$ cat config.mk
export PLATFORM = sky130hd
export DESIGN_NAME = rv32_mc_controller
export DESIGN_NICKNAME = d
export VERILOG_FILES = /design/src/rtl/rv32_mc_controller.sv
export SDC_FILE = /design/constraint.sdc
export NUM_CORES = 1
export LEC_CHECK = 0
export ABC_AREA = 1
export BUFFER_PORTS_ARGS = -buffer_cell sky130_fd_sc_hd__buf_4
export CAP_MARGIN = 30
export CORE_MARGIN = 2
export CORE_UTILIZATION = 40
export CTS_CLUSTER_SIZE = 10
export DETAILED_ROUTE_END_ITERATION = 16
export PLACE_DENSITY = 0.74
export SLEW_MARGIN = 10
export SYNTH_ARGS = -nofsm -noshare
export SYNTH_HDL_FRONTEND = slang
export SYNTH_SLANG_ARGS = --single-unit
$ cat constraint.sdc
create_clock -name i_clk -period 1.75 [get_ports i_clk]
set_clock_uncertainty 0.2 [all_clocks]
set_input_delay 0.2625 -clock i_clk [delete_from_list [all_inputs] [get_ports i_clk]]
set_output_delay 0.2625 -clock i_clk [all_outputs]
set_load 0.1 [all_outputs]
$ cat src/rtl/rv32_mc_controller.sv
// Multi-cycle RV32I control unit: Moore FSM driving the shared datapath,
// memory handshake with bus timeout, and a sticky trap state.
module rv32_mc_controller #(
    parameter int TIMEOUT_CYC  = 255,
    parameter bit ILLEGAL_TRAP = 1'b1
) (
    input  logic        i_clk,
    input  logic        i_rst_n,
    input  logic [31:0] i_instruction,
    input  logic        i_mem_ready,
    input  logic        i_BrEq,
    input  logic        i_BrLt,
    output logic        PCWrite,
    output logic        PCSel,
    output logic        IRWrite,
    output logic        mem_req,
    output logic        mem_we,
    output logic [1:0]  mem_size,
    output logic        mem_unsigned,
    output logic [2:0]  ImmSel,
    output logic        BrUn,
    output logic        ASel,
    output logic        BSel,
    output logic [3:0]  ALUSel,
    output logic        RegWEn,
    output logic [1:0]  WBSel,
    output logic [2:0]  state,
    output logic        trap,
    output logic [1:0]  trap_cause
);

    typedef enum logic [2:0] {
        S_BOOT   = 3'd0,
        S_FETCH  = 3'd1,
        S_DECODE = 3'd2,
        S_EXEC   = 3'd3,
        S_MEM    = 3'd4,
        S_WB     = 3'd5,
        S_TRAP   = 3'd6
    } st_t;

    localparam int            CW    = (TIMEOUT_CYC < 2) ? 1 : $clog2(TIMEOUT_CYC + 1);
    localparam bit            TO_EN = (TIMEOUT_CYC != 0);
    localparam logic [CW-1:0] LIM   = CW'(TIMEOUT_CYC - 1);

    st_t           st;
    st_t           nxt;
    logic          taken;
    logic [CW-1:0] cnt;
    logic [1:0]    cause;

    logic [6:0] opc;
    logic [2:0] f3;
    logic [6:0] f7;
    logic       b30;
    logic       unused_fields;

    assign opc           = i_instruction[6:0];
    assign f3            = i_instruction[14:12];
    assign f7            = i_instruction[31:25];
    assign b30           = i_instruction[30];
    assign unused_fields = ^{i_instruction[24:15], i_instruction[11:7]};

    logic r_lui, r_auipc, r_jal, r_jalr, r_br, r_ld, r_st, r_opi, r_op;
    logic opi_ok, op_ok, legal;
    logic k_lui, k_auipc, k_jal, k_jalr, k_br, k_ld, k_st, k_opi, k_op;
    logic [3:0] alu_f;
    logic br_cond;
    logic mem_busy, to_hit;

    // Instruction classification and legality
    always_comb begin
        r_lui   = (opc == 7'b0110111);
        r_auipc = (opc == 7'b0010111);
        r_jal   = (opc == 7'b1101111);
        r_jalr  = (opc == 7'b1100111);
        r_br    = (opc == 7'b1100011);
        r_ld    = (opc == 7'b0000011);
        r_st    = (opc == 7'b0100011);
        r_opi   = (opc == 7'b0010011);
        r_op    = (opc == 7'b0110011);
        if (f3 == 3'd1)      opi_ok = (f7 == 7'h00);
        else if (f3 == 3'd5) opi_ok = (f7 == 7'h00) || (f7 == 7'h20);
        else                 opi_ok = 1'b1;
        op_ok = (f7 == 7'h00) || ((f7 == 7'h20) && (f3 == 3'd0 || f3 == 3'd5));
        legal = r_lui || r_auipc || r_jal
             || (r_jalr && f3 == 3'd0)
             || (r_br && f3[2:1] != 2'b01)
             || (r_ld && (f3 <= 3'd2 || f3 == 3'd4 || f3 == 3'd5))
             || (r_st && f3 <= 3'd2)
             || (r_opi && opi_ok)
             || (r_op && op_ok);
        k_lui   = r_lui   && legal;
        k_auipc = r_auipc && legal;
        k_jal   = r_jal   && legal;
        k_jalr  = r_jalr  && legal;
        k_br    = r_br    && legal;
        k_ld    = r_ld    && legal;
        k_st    = r_st    && legal;
        k_opi   = r_opi   && legal;
        k_op    = r_op    && legal;
    end

    // ALU function for OP/OP-IMM and branch condition
    always_comb begin
        case (f3)
            3'd0:    alu_f = (b30 && k_op) ? 4'd1 : 4'd0;
            3'd1:    alu_f = 4'd2;
            3'd2:    alu_f = 4'd3;
            3'd3:    alu_f = 4'd4;
            3'd4:    alu_f = 4'd5;
            3'd5:    alu_f = b30 ? 4'd7 : 4'd6;
            3'd6:    alu_f = 4'd8;
            default: alu_f = 4'd9;
        endcase
        case (f3)
            3'd0:      br_cond = i_BrEq;
            3'd1:      br_cond = !i_BrEq;
            3'd4, 3'd6: br_cond = i_BrLt;
            3'd5, 3'd7: br_cond = !i_BrLt;
            default:   br_cond = 1'b0;
        endcase
    end

    assign mem_busy = (st == S_FETCH || st == S_MEM) && !i_mem_ready;
    assign to_hit   = TO_EN && mem_busy && (cnt == LIM);

    // Next-state selection
    always_comb begin
        nxt = st;
        case (st)
            S_BOOT:   nxt = S_FETCH;
            S_FETCH:  nxt = i_mem_ready ? S_DECODE : (to_hit ? S_TRAP : S_FETCH);
            S_DECODE: nxt = legal ? S_EXEC : (ILLEGAL_TRAP ? S_TRAP : S_WB);
            S_EXEC:   nxt = (k_ld || k_st) ? S_MEM : S_WB;
            S_MEM:    nxt = i_mem_ready ? S_WB : (to_hit ? S_TRAP : S_MEM);
            S_WB:     nxt = S_FETCH;
            S_TRAP:   nxt = S_TRAP;
            default:  nxt = S_BOOT;
        endcase
    end

    // State, wait counter, branch outcome and trap cause registers
    always_ff @(posedge i_clk or negedge i_rst_n) begin
        if (!i_rst_n) begin
            st    <= S_BOOT;
            cnt   <= '0;
            taken <= 1'b0;
            cause <= 2'd0;
        end else begin
            st <= nxt;
            if (!TO_EN || !mem_busy || to_hit) cnt <= '0;
            else                               cnt <= cnt + CW'(1);
            if (st == S_EXEC && k_br) taken <= br_cond;
            else if (st == S_WB)      taken <= 1'b0;
            if (nxt == S_TRAP && st != S_TRAP)
                cause <= (st == S_DECODE) ? 2'd1 : 2'd2;
        end
    end

    // Moore outputs; EXEC fields also decode the held instruction
    always_comb begin
        PCWrite      = 1'b0;
        PCSel        = 1'b0;
        IRWrite      = 1'b0;
        mem_req      = 1'b0;
        mem_we       = 1'b0;
        mem_size     = 2'd0;
        mem_unsigned = 1'b0;
        ImmSel       = 3'd0;
        BrUn         = 1'b0;
        ASel         = 1'b0;
        BSel         = 1'b0;
        ALUSel       = 4'd0;
        RegWEn       = 1'b0;
        WBSel        = 2'd0;
        case (st)
            S_FETCH: begin
                mem_req  = 1'b1;
                mem_size = 2'd2;
                IRWrite  = i_mem_ready;
            end
            S_EXEC: begin
                unique case (1'b1)
                    k_op:    ALUSel = alu_f;
                    k_opi:   begin BSel = 1'b1; ImmSel = 3'd1; ALUSel = alu_f; end
                    k_ld:    begin BSel = 1'b1; ImmSel = 3'd1; end
                    k_st:    begin BSel = 1'b1; ImmSel = 3'd2; end
                    k_lui:   begin BSel = 1'b1; ImmSel = 3'd4; ALUSel = 4'd10; end
                    k_auipc: begin ASel = 1'b1; BSel = 1'b1; ImmSel = 3'd4; end
                    k_jal:   begin ASel = 1'b1; BSel = 1'b1; ImmSel = 3'd5; end
                    k_jalr:  begin BSel = 1'b1; ImmSel = 3'd1; end
                    k_br: begin
                        ASel   = 1'b1;
                        BSel   = 1'b1;
                        ImmSel = 3'd3;
                        BrUn   = f3[2] && f3[1];
                    end
                    default: ;
                endcase
            end
            S_MEM: begin
                mem_req      = 1'b1;
                mem_we       = k_st;
                mem_size     = f3[1:0];
                mem_unsigned = f3[2];
            end
            S_WB: begin
                PCWrite = 1'b1;
                PCSel   = k_jal || k_jalr || (k_br && taken);
                RegWEn  = k_op || k_opi || k_lui || k_auipc || k_ld || k_jal || k_jalr;
                if (k_jal || k_jalr) WBSel = 2'd2;
                else if (k_ld)       WBSel = 2'd0;
                else if (RegWEn)     WBSel = 2'd1;
            end
            default: ;
        endcase
    end

    assign state      = st;
    assign trap       = (st == S_TRAP);
    assign trap_cause = cause;

endmodule

==> load_flow_metrics.sql, run 1 <==
INSERT INTO impl_metrics (metric_group, metric, value, unit) VALUES
('outcome', 'status', 'stopped before the end', ''),
('outcome', 'lastStage', 'global routing', ''),
('outcome', 'tool.error', '[ERROR DPL-0038] Utilization greater than 100%, impossible to legalize', ''),
('synth', 'cell_count_after_synthesis', '199', ''),
('placed_design', 'gp_congestion', '0.8634', ''),
('synth', 'synth.yosys.warnings', '0', ''),
('synth', 'post-synth-top-area-cell', 'sky130_fd_sc_hd__dfrtp_1', ''),
('placed_design', 'dpl.cell_count', '335', ''),
('die', 'dieWidth', '61.12', 'um'),
('die', 'die-height', '61.12', 'um'),
('synth', 'number_of_enable_type_register_cells_in_the_synthesized_netlist', '0', ''),
('sta', 'grt_repair_worst_endpoint', 'ImmSel[0]', ''),
('clock_network', 'clock_tree.htree_level_count', '1', ''),
('synth', 'netlist-cell-type-count', '30', ''),
('placed_design', 'place.detailed.hpwl', '3375', 'um'),
('clock_network', 'clock-root-buffer', 'sky130_fd_sc_hd__clkbuf_4', ''),
('grt', 'pin_count_of_the_biggest_net_entering_global_routing', '15', ''),
('synth', 'netlist.area_leader.share', '26.85', '%'),
('synth', 'portion_of_the_post_synthesis_area_used_by_sequential_elements', '26.85', '%'),
('synth', 'ys_top_cells_by_count', 'sky130_fd_sc_hd__nand2_1 (38), sky130_fd_sc_hd__nor2_1 (35), sky130_fd_sc_hd__inv_1 (17)', ''),
('placed_design', 'portBuffers', '48', ''),
('synth', 'postSynthAreaPerCell', '6.558', 'sq um'),
('synth', 'ys_ff_latch', '14', ''),
('clock_network', 'cts-root-to-sink-buffers', '2', ''),
('synth', 'synthesis.area', '0.001305', 'sq mm'),
('die', 'initial_utilization', '42.40', '%'),
('synth', 'synth_ff_type', 'sky130_fd_sc_hd__dfrtp_1', ''),
('synth', 'async_reset_ff_share', '100.0', '%'),
('clock_network', 'clk_sink_count', '14', ''),
('synth', 'syn-num-nets', '238', ''),
('synth', 'synth_most_common_cell', 'sky130_fd_sc_hd__nand2_1', ''),
('clock_network', 'tritoncts.num_buffers', '3', ''),
('synth', 'ys_top_cells_by_area', 'sky130_fd_sc_hd__dfrtp_1 (27%), sky130_fd_sc_hd__nand2_1 (11%), sky130_fd_sc_hd__nor2_1 (10%), sky130_fd_sc_hd__inv_1 (4.9%), sky130_fd_sc_hd__nand3_1 (4.6%)', ''),
('die', 'standard_cell_row_count', '20', ''),
('die', 'pin_count', '64', ''),
('placed_design', 'placedInstanceArea', '0.002313', 'sq mm'),
('sta', 'worstEpCategory', 'primary output', '');
==> repair_timing <==
action | CTS
cloned | 0
hold buffers | 1
pin swaps | 19
gates resized for setup | 120
setup buffers | 9
setup endpoints to repair | 33
endpoints found under the hold margin | 14
==> per-stage QoR <==
stage	setup slack [ns]	TNS (ns)	util [%]
detailed placement	-0.4465	-5.961	75.16
global placement	-0.3978	-5.472	75.16
floorplan	-1.109	-15.74	-
CTS	-0.3349	-5.994	95.53
==> logic make-up after synthesis <==
family	share of synthesized area, %
AO/OA/AOI/OAI	10.16
XOR/XNOR	0.6713
adder cells (fa/ha/maj)	1.917
buffers and inverters	8.917
flip-flops	26.85
AND/OR/NAND/NOR	51.49
==> run 2: changes to the inputs <==
Settings changed: CORE_UTILIZATION 40 to 25, CTS_CLUSTER_SIZE 10 to not set, PLACE_DENSITY 0.74 to not set, PLACE_DENSITY_LB_ADDON set to 0.15.
Clock period 1.75 ns to 2.3 ns, I/O delays scaled along.
==> run 2 against run 1 <==
Net effect:
- the flow now finishes without violations
- synthesized cell count did not move
- area after synthesis did not move
==> load_flow_metrics.sql, run 2 <==
INSERT INTO impl_metrics (metric_group, metric, value, unit) VALUES
('synth', 'synth_most_common_cell', 'sky130_fd_sc_hd__nand2_1', ''),
('sta', 'grt_setup_unrepaired', 'yes', ''),
('power_and_ir_drop', 'combPwrFrac', '67.0', '%'),
('critical_path', 'worst-endpoint-arrival', '1.74', 'ns'),
('route', 'average_detailed_routed_wire_length_per_instance', '11.40', 'um'),
('synth', 'postSynthAreaPerCell', '6.558', 'sq um'),
('synth', 'synth.yosys.warnings', '0', ''),
('die', 'design.die.area', '0.005814', 'sq mm'),
('clock_network', 'clock-root-buffer', 'sky130_fd_sc_hd__clkbuf_8', ''),
('critical_path', 'setup_slack_reg_to_reg', '0.39', 'ns'),
('sta', 'layout_min_cycle_time', '2.282', 'ns'),
('synth', 'number_of_enable_type_register_cells_in_the_synthesized_netlist', '0', ''),
('route', 'remaining_drc_errors', '0', ''),
('critical_path', 'critical_path.reg2reg.startpoint', 'state[1]', ''),
('route', 'postRouteWirelength', '4104', 'um'),
('grt', 'grt_pass1_vias', '1458', ''),
('clock_network', 'cts.reportedPaths.clkPinSlew', '0.06', 'ns'),
('placed_design', 'placedInstanceArea', '0.002192', 'sq mm'),
('power_and_ir_drop', 'p_per_area', '712.9', 'mW/mm^2'),
('sta', 'worst-slew-pin-transition', '0.4137', 'ns'),
('synth', 'synth_ff_type', 'sky130_fd_sc_hd__dfrtp_1', ''),
('die', 'die-height', '76.25', 'um'),
('synth', 'syn-num-nets', '238', ''),
('layout', 'largest_register_ff_count', '8', ''),
('power_and_ir_drop', 'seq_power_share', '19.7', '%'),
('grt', 'grt_antenna_before_repair', '0', ''),
('critical_path', 'timing.critical_path.fanout_max', '5', ''),
('die', 'dieWidth', '76.25', 'um'),
('sta', 'hold_ws', '0.1807', 'ns'),
('synth', 'synthesis.area', '0.001305', 'sq mm'),
('clock_network', 'clock_tree.htree_level_count', '1', ''),
('grt', 'pin_count_of_the_biggest_net_entering_global_routing', '15', ''),
('synth', 'portion_of_the_post_synthesis_area_used_by_sequential_elements', '26.85', '%'),
('layout', 'finalNetCount', '330', ''),
('layout', 'area_delta_synth_final', '99.90', '%'),
('route', 'postRouteAntennaNets', '0', ''),
('critical_path', 'critPathLaunchType', 'primary input', ''),
('die', 'standard_cell_row_count', '26', ''),
('power_and_ir_drop', 'total_leakage_power', '0.001156', 'uW'),
('synth', 'cell_count_after_synthesis', '199', ''),
('clock_network', 'cts-root-to-sink-buffers', '2', ''),
('die', 'core_area', '0.005075', 'sq mm'),
('synth', 'ys_top_cells_by_area', 'sky130_fd_sc_hd__dfrtp_1 (27%), sky130_fd_sc_hd__nand2_1 (11%), sky130_fd_sc_hd__nor2_1 (10%), sky130_fd_sc_hd__inv_1 (4.9%), sky130_fd_sc_hd__nand3_1 (4.6%)', ''),
('sta', 'maxSlewViolCount', '0', ''),
('synth', 'netlist-cell-type-count', '30', ''),
('clock_network', 'clock_insertion_delay_worst_skew', '0.25', 'ns'),
('grt', 'grt_use_total', '13.84', '%'),
('critical_path', 'startpoint', 'i_instruction[3]', ''),
('layout', 'most-common-layout-cells', 'sky130_fd_sc_hd__buf_4 (71), sky130_fd_sc_hd__nand2_1 (27), sky130_fd_sc_hd__nor2_1 (20), sky130_fd_sc_hd__nand2_2 (13), sky130_fd_sc_hd__nor2_4 (13)', ''),
('die', 'initial_utilization', '25.71', '%'),
('layout', 'largest_register', 'cnt', ''),
('min_path', 'number_of_stages_on_the_worst_hold_path', '3', ''),
('synth', 'post-synth-top-area-cell', 'sky130_fd_sc_hd__dfrtp_1', ''),
('outcome', 'status', 'finished clean', ''),
('synth', 'ys_top_cells_by_count', 'sky130_fd_sc_hd__nand2_1 (38), sky130_fd_sc_hd__nor2_1 (35), sky130_fd_sc_hd__inv_1 (17)', ''),
('run', 'cap_viol_max_count', '0', ''),
('critical_path', 'timing.critical_path.to_type', 'output pin', ''),
('placed_design', 'gp_congestion', '0.7734', ''),
('clock_network', 'clk_sink_count', '14', ''),
('sta', 'timing.fmax', '438.3', 'MHz'),
('critical_path', 'endpoint_of_the_most_critical_register_to_register_path', 'trap_cause[0]', ''),
('sta', 'report.final.hold_viol_count', '0', ''),
('route', 'dr_total_vias', '1615', ''),
('critical_path', 'worst_ep_required_time', '1.75', 'ns'),
('layout', 'final_design_area_no_fill', '0.002609', 'sq mm'),
('synth', 'async_reset_ff_share', '100.0', '%'),
('placed_design', 'place.detailed.hpwl', '3220', 'um'),
('layout', 'n_fill_cell', '515', ''),
('sta', 'setup_violations', '0', ''),
('min_path', 'hp-class', 'in2reg', ''),
('clock_network', 'tritoncts.num_buffers', '3', ''),
('sta', 'max_slew_margin', '72.23', '%'),
('critical_path', 'critical_path.endpoint', 'BrUn', ''),
('layout', 'final_common_cell', 'sky130_fd_sc_hd__buf_4', ''),
('power_and_ir_drop', 'cellInternalPower', '768.0', 'uW'),
('route', 'drtPass1Iterations', '4', ''),
('power_and_ir_drop', 'p_switching', '1092', 'uW'),
('route', 'avgViaCountPerCell', '4.486', ''),
('sta', 'period_utilisation_layout', '99.20', '%'),
('synth', 'netlist.area_leader.share', '26.85', '%'),
('layout', 'antenna_cells_inserted', '0', ''),
('layout', 'layout-drive-gt1-share', '60.34', '%'),
('grt', 'globalRoute.totalOverflow', '0', ''),
('die', 'pin_count', '64', ''),
('synth', 'ys_ff_latch', '14', ''),
('critical_path', 'cells_on_worst_reg2reg_path', '10', ''),
('clock_network', 'tritoncts', 'built', ''),
('grt', 'global_route_wire_length_before_repair', '6603', 'um'),
('route', 'drt-initial-drc-count', '44', ''),
('power_and_ir_drop', 'p_sw_share', '58.71', '%'),
('placed_design', 'portBuffers', '48', ''),
('power_and_ir_drop', 'share_clk_of_total_power', '13.3', '%'),
('power_and_ir_drop', 'ir_drop', '0.6242', 'mV'),
('critical_path', 'timing_worst_setup_path_type', 'in2out', '');
==> run 2: cell counts after synthesis <==
Identical to the previous run, type by type.
==> run 2: power by group through the flow <==
stage                     sequential, uW  combinational, uW  clock [uW]
after floorplan                      595                691           0
after global placement               369               1180           0
after detailed placement             370               1190           0
after CTS                            366               1190         255
after global routing                 378               1310         267
final                                367               1250         247
==> run 2: cell families after synthesis <==
group	share of synthesized area, %
buffers and inverters	8.917
AND/OR/NAND/NOR	51.49
flip-flops	26.85
AO/OA/AOI/OAI	10.16
XOR/XNOR	0.6713
adder cells (fa/ha/maj)	1.917
==> run 2: critical path: stages <==
cell,delay (ns)
sky130_fd_sc_hd__buf_8,0.10
sky130_fd_sc_hd__inv_4,0.05
sky130_fd_sc_hd__nand2_4,0.05
sky130_fd_sc_hd__nor2_4,0.15
sky130_fd_sc_hd__inv_4,0.06
sky130_fd_sc_hd__nor3_4,0.17
sky130_fd_sc_hd__nand2_2,0.10
sky130_fd_sc_hd__nand2_4,0.09
sky130_fd_sc_hd__inv_4,0.04
sky130_fd_sc_hd__nand2_4,0.08
sky130_fd_sc_hd__buf_6,0.11
sky130_fd_sc_hd__nand3_4,0.09
sky130_fd_sc_hd__nor2_4,0.12
sky130_fd_sc_hd__buf_12,0.18
==> run 2: repair_timing <==
item,4_1_cts,5_1_grt
setup endpoints to repair,11,13
hold buffers,1,0
buffers inserted,0,9
pin swaps,2,18
endpoints found under the hold margin,14,0
resized for setup,19,53
==> run 2: worst min path at each step <==
stage	slack, ns	endpoint	from
6_report	0.18	taken	i_BrEq
5_1_grt	0.20	taken	i_BrEq
4_1_cts	0.18	taken	i_BrEq
3_5_place_dp	0.005	state[0]	i_rst_n
3_3_place_gp	0.007	state[1]	i_rst_n
2_1_floorplan	-0.15	cnt[0]	i_rst_n
==> run 2: layout make-up <==
cell class | instances | area (sq um) | area share, %
multi-input combinational | 155 | 1139 | 43.65
timing repair buffer | 88 | 820.8 | 31.46
sequential | 14 | 361.6 | 13.86
inverter | 29 | 145.1 | 5.564
tap | 70 | 87.58 | 3.357
clock buffer | 4 | 55.05 | 2.110
==> run 2: metrics by stage <==
stage	std cells	worst slack, ns	utilization (%)	TNS, ns	power (uW)
after floorplan	199	-0.6417	-	-3.890	1286
final	360	0.01838	51.41	0	1860
after detailed placement	346	-0.09217	43.20	-0.3655	1555
after global routing	360	-0.09525	51.41	-0.4272	1960
after global placement	346	-0.09765	43.20	-0.3600	1553
after CTS	351	-0.007129	45.98	-0.02096	1815
==> run 2: layer usage <==
metal  wire [um]  share of wire, %  up-vias  GRT usage (%)
li1            -                 -      842              -
met1        1849                45      735          17.90
met2        2065                50       34          23.45
met3         142               3.5        4          1.659
met4          47               1.1        0          5.455
met5           0                 0        -              0
Note: power is estimated with default switching activity, not from simulation.
